File: src/rtl/rand_range_sampler.sv
// rand_range_sampler
//   Turns the 32-bit random-word stream into uniform values in [0, limit-1]
//   using mask-and-reject sampling. After MAX_TRIES rejected draws the last
//   candidate is folded into range (C - L) and flagged as biased.
//
// Ports
//   clk        rising-edge clock
//   clr_n      asynchronous active-low reset
//   rnd_in     random word from the generator
//   rnd_valid  rnd_in holds a fresh word
//   rnd_ready  sampler consumes rnd_in this cycle (FETCH only)
//   req_valid  request present
//   req_limit  exclusive upper bound of the result (0 behaves as 1)
//   req_ready  sampler can accept a request (IDLE only)
//   out_valid  result available (DONE only)
//   out_data   sampled value, stable while out_valid
//   out_biased result came from the fallback path
//   out_ready  downstream takes the result
module rand_range_sampler #(
    parameter int WIDTH     = 16,
    parameter int MAX_TRIES = 8
) (
    input  logic             clk,
    input  logic             clr_n,
    input  logic [31:0]      rnd_in,
    input  logic             rnd_valid,
    output logic             rnd_ready,
    input  logic             req_valid,
    input  logic [WIDTH-1:0] req_limit,
    output logic             req_ready,
    output logic             out_valid,
    output logic [WIDTH-1:0] out_data,
    output logic             out_biased,
    input  logic             out_ready
);

    localparam int TW = $clog2(MAX_TRIES + 1);

    typedef enum logic [1:0] {
        IDLE,
        FETCH,
        DONE
    } state_t;

    state_t           state_q, state_d;
    logic [WIDTH-1:0] limit_q, limit_d;
    logic [WIDTH-1:0] mask_q,  mask_d;
    logic [TW-1:0]    tries_q, tries_d;
    logic [WIDTH-1:0] data_q,  data_d;
    logic             biased_q, biased_d;
    logic [WIDTH-1:0] cand;

    // Smallest 2^k-1 covering x: propagate the top set bit downwards.
    function automatic logic [WIDTH-1:0] smear(input logic [WIDTH-1:0] x);
        logic [WIDTH-1:0] m;
        m = x;
        for (int unsigned s = 1; s < WIDTH; s = s * 2) begin
            m = m | (m >> s);
        end
        return m;
    endfunction

    generate
        if (WIDTH < 32) begin : g_unused
            logic unused_rnd_hi;
            assign unused_rnd_hi = ^rnd_in[31:WIDTH];
        end
    endgenerate

    assign cand = rnd_in[WIDTH-1:0] & mask_q;

    always_ff @(posedge clk or negedge clr_n) begin
        if (!clr_n) begin
            state_q  <= IDLE;
            limit_q  <= '0;
            mask_q   <= '0;
            tries_q  <= '0;
            data_q   <= '0;
            biased_q <= 1'b0;
        end else begin
            state_q  <= state_d;
            limit_q  <= limit_d;
            mask_q   <= mask_d;
            tries_q  <= tries_d;
            data_q   <= data_d;
            biased_q <= biased_d;
        end
    end

    always_comb begin
        state_d  = state_q;
        limit_d  = limit_q;
        mask_d   = mask_q;
        tries_d  = tries_q;
        data_d   = data_q;
        biased_d = biased_q;

        case (state_q)
            IDLE: begin
                if (req_valid) begin
                    limit_d = req_limit;
                    mask_d  = smear(req_limit - WIDTH'(1));
                    tries_d = '0;
                    if (req_limit <= WIDTH'(1)) begin
                        // Limits 0 and 1 have a single legal result; skip the draw.
                        data_d   = '0;
                        biased_d = 1'b0;
                        state_d  = DONE;
                    end else begin
                        state_d = FETCH;
                    end
                end
            end
            FETCH: begin
                if (rnd_valid) begin
                    if (cand < limit_q) begin
                        data_d   = cand;
                        biased_d = 1'b0;
                        state_d  = DONE;
                    end else if (int'(tries_q) + 1 < MAX_TRIES) begin
                        tries_d = tries_q + TW'(1);
                    end else begin
                        // cand <= mask <= 2L-1, so cand-L is always in range.
                        data_d   = cand - limit_q;
                        biased_d = 1'b1;
                        state_d  = DONE;
                    end
                end
            end
            DONE: begin
                if (out_ready) begin
                    state_d = IDLE;
                end
            end
            default: begin
                state_d = IDLE;
            end
        endcase
    end

    assign req_ready  = (state_q == IDLE);
    assign rnd_ready  = (state_q == FETCH);
    assign out_valid  = (state_q == DONE);
    assign out_data   = data_q;
    assign out_biased = biased_q;

endmodule

File: config.mk
export PLATFORM = sky130hd
export DESIGN_NAME = rand_range_sampler
export DESIGN_NICKNAME = d
export VERILOG_FILES = /design/src/rtl/rand_range_sampler.sv
export SDC_FILE = /design/constraint.sdc
export NUM_CORES = 1
export LEC_CHECK = 0
export BUFFER_PORTS_ARGS = -buffer_cell sky130_fd_sc_hd__buf_2
export CORE_MARGIN = 1.5
export CORE_UTILIZATION = 55
export CTS_CLUSTER_DIAMETER = 30
export DETAILED_ROUTE_END_ITERATION = 6
export HOLD_SLACK_MARGIN = 0.1
export PLACE_DENSITY = 0.79
export SLEW_MARGIN = 40
export SYNTH_ARGS = -nofsm -noshare
export SYNTH_HDL_FRONTEND = slang
export SYNTH_SLANG_ARGS = --single-unit
File: constraint.sdc
create_clock -name clk -period 4.9 [get_ports clk]
set_input_delay 0.735 -clock clk [delete_from_list [all_inputs] [get_ports clk]]
set_output_delay 0.735 -clock clk [all_outputs]
set_load 0.02 [all_outputs]
==> out/results.txt <==
Status -> complete, no violations
GRT met3 Usage -> 3.90%
TritonCTS clock tree -> yes
Die area -> 7490 um^2
Fin crit period -> 3.39 ns
Maximum Capacitance Violations -> 0
Global route overflow -> 0
Initial antenna violation count -> 0
Max Buffers Root-to-Sink -> 2
Power Dens Cells -> 575 nW/um^2
Latest clock arrival within the worst-skew pair -> 0.31 ns
Critical path launch point type -> input pin
Detailed Routing Iterations Pass 1 -> 5
CP peak stage delay -> 0.61 ns
Placed Area -> 4130 um^2
Ys Warns -> 0
GRT met1 Usage -> 33.9%
First-pass GRT wire length -> 14800 um
Leak Pwr -> 1.94 nW
Antenna Nets Post-Route -> 0
Unique cell type count in the Yosys netlist -> 68
Register share of total power -> 27.5%
Number of global-route vias before repair -> 3125
WL per Instance -> 15.6 um
Asr flop ratio synth -> 100%
Critical path type -> in2reg
Drt via density -> 5.89
Area Growth Syn to Fin -> 10.2%
Worst slew margin -> 51.6%
Port bufs -> 56
Num CTS Buffers -> 5
Core ar. -> 6760 um^2
# hold bufs at CTS -> 0
H-Tree Level Count -> 2
Period utilisation layout -> 69.2%
Clock network fraction of design power -> 12.1%
Final net count -> 554
Final Max Slew Viols -> 0
Slew @ Worst Pin -> 0.721 ns
Clock Sinks -> 55
Commonest non-fill, non-tap cells in the layout -> buf_2 (56), dfrtp_1 (55), nor2_1 (42)
Max Clk Rate -> 295 MHz
Worst hold slack -> 0.477 ns
Routed wire length -> 8770 um
Met2 usage -> 40.6%
Diode count -> 0
Final hold violation count -> 0
Mapped Nets -> 509
IO Count -> 73
Row count -> 30
Final cell utilization of the core -> 62.6%
CP max FO -> 15
Data arrival, critical path -> 3.60 ns
GRT Total Usage -> 24.7%
Routed vias -> 3304
Comb power frac -> 60.4%
Post-route cell area -> 4230 um^2
Hold path depth -> 1
CP max stage cell -> or2_1
DRT iter0 DRCs -> 168
Post-Syn Instances -> 436
Final setup TNS -> 0 ns
Post-synth EDFFs -> 0
Net Switching -> 0.00111 W
Largest net degree at the start of global routing -> 56
Seq/Total Area, Yosys -> 35.8%
Effective utilization at floorplan -> 56.9%
Die height -> 86.6 um
Layout cells sized above 1 -> 18.7%
Die W -> 86.6 um
Internal power -> 0.00132 W
Most common cell after layout, fill and taps aside -> buf_2
# DRC -> 0
Clock Pin Slew Worst Setup and Hold Paths -> 0.09 ns
VDD IR max -> 0.197 mV
#FFs+latches synth -> 55
Avg Inst Size Synth -> 8.81 um^2
Switching Share -> 45.7%
Post-CTS setup buffer count -> 0
CP required -> 5.10 ns
Worst hold path class -> reg2reg
Cell area after synthesis -> 3840 um^2
HPWL Detailed -> 6610 um
RSZ-0062 raised after global routing -> false
Top FF cell, synth -> dfrtp_1
R2R depth -> 11
Clock Tree Root -> clkbuf_8
Gr busiest metal -> met2
Setup crit end kind -> flip-flop
Cts repair resizes -> 0
Cells along the critical path -> buf_2, nand2_1, ha_1, inv_1, fa_1, a211oi_2, o21ai_2, o2111ai_2, a21oi_1, or2_1, mux2_2, a22o_1
GP Congestion -> 0.885
Setup-failing EPs final -> 0
Final Skew -> 0.00518 ns
power by group through the flow:
stage | registers [W] | logic (W) | clock network [W]
2_1_floorplan | 0.000740 | 0.00107 | 0
3_3_place_gp | 0.000673 | 0.00140 | 0
3_5_place_dp | 0.000680 | 0.00144 | 0
4_1_cts | 0.000669 | 0.00145 | 0.000300
5_1_grt | 0.000687 | 0.00162 | 0.000316
6_report | 0.000669 | 0.00147 | 0.000295
critical path, delay by kind of cell:
family | cells | cell delay [ns]
buf+inv | 2 | 0.15
fa+ha+maj | 2 | 0.44
mux | 1 | 0.42
compound gates | 5 | 1.16
simple gates | 2 | 0.68
sequential cells by signal, summed over array words and instances, names as in the netlist:
signal	flops
tries_q	4
state_q	2
mask_q	16
out_data	16
out_biased	1
limit_q	16
cells in the mapped netlist (3+ instances only):
| cell type | count | area (um^2) |
|---|---|---|
| mux2_2 | 5 | 56.3 |
| nand2_1 | 39 | 146 |
| nor3b_1 | 3 | 22.5 |
| o31ai_2 | 6 | 75.1 |
| and2_1 | 17 | 106 |
| o211ai_1 | 5 | 37.5 |
| nor3_1 | 12 | 60.1 |
| a31oi_1 | 4 | 25.0 |
| o21ai_1 | 3 | 15.0 |
| a22o_1 | 5 | 43.8 |
| dfrtp_1 | 55 | 1380 |
| nand2b_1 | 5 | 31.3 |
| mux2i_1 | 5 | 50.1 |
| a21o_1 | 11 | 82.6 |
| nand3b_1 | 3 | 22.5 |
| nor2b_1 | 5 | 31.3 |
| o21ai_0 | 31 | 155 |
| buf_2 | 8 | 40.0 |
| nand3_1 | 5 | 25.0 |
| nand4_1 | 4 | 25.0 |
| ha_1 | 19 | 238 |
| o21a_1 | 6 | 45.0 |
| inv_1 | 28 | 105 |
| a21oi_1 | 25 | 125 |
| xnor2_1 | 8 | 70.1 |
| clkbuf_1 | 8 | 30.0 |
| buf_6 | 3 | 33.8 |
| and3_1 | 7 | 43.8 |
| nor2_1 | 42 | 158 |
| or3_1 | 3 | 18.8 |
| xor2_1 | 8 | 70.1 |
| o31ai_1 | 3 | 22.5 |
area by class of cell:
cell class,instances,area (um^2)
clock inverters,1,30.0
repair buffers,58,295
fillers,589,2520
well taps,80,100
multi-input cells,331,2240
inverters,30,113
flip-flops and latches,55,1380
clock buffers,6,72.6
metrics by stage:
stage          power (W)  instances  setup WS (ns)
2_1_floorplan    0.00181        436           1.73
3_3_place_gp     0.00207        554           1.25
3_5_place_dp     0.00212        554           1.25
4_1_cts          0.00242        561           1.57
5_1_grt          0.00263        561           1.36
6_report         0.00243        561           1.51
metal layers:
layer | share of wire (%) | routed length, um | vias to the layer above
met5 | 0 | 0 | -
met4 | 1.5 | 133 | 0
met3 | 4.8 | 420 | 16
met2 | 47 | 4080 | 104
met1 | 47 | 4130 | 1548
li1 | - | - | 1636
final timing paths:
kind	start	end	slack (ns)
worst max-delay path	rnd_in[0]	out_data[9]	1.51
worst min-delay path	state_q[1]	state_q[0]	0.48
worst max register to register	mask_q[0]	out_data[9]	1.64
worst min register to register	state_q[1]	state_q[0]	0.48
max in group asynchronous	clr_n	mask_q[15]	3.90
min in group asynchronous	clr_n	tries_q[1]	0.53
cells by family (layout without fill, tap and decap cells):
kind of cell    after synthesis  count (layout)  synth area share (%)
compound gates              125             125                  23.1
xor+xnor                     16              16                  3.65
fa+ha+maj                    20              20                  6.71
buf+inv                      50              95                  5.73
flops                        55              55                  35.8
mux                          10              10                  2.77
simple gates                160             160                  22.2
No activity file was read; power rests on OpenSTA's default activity.
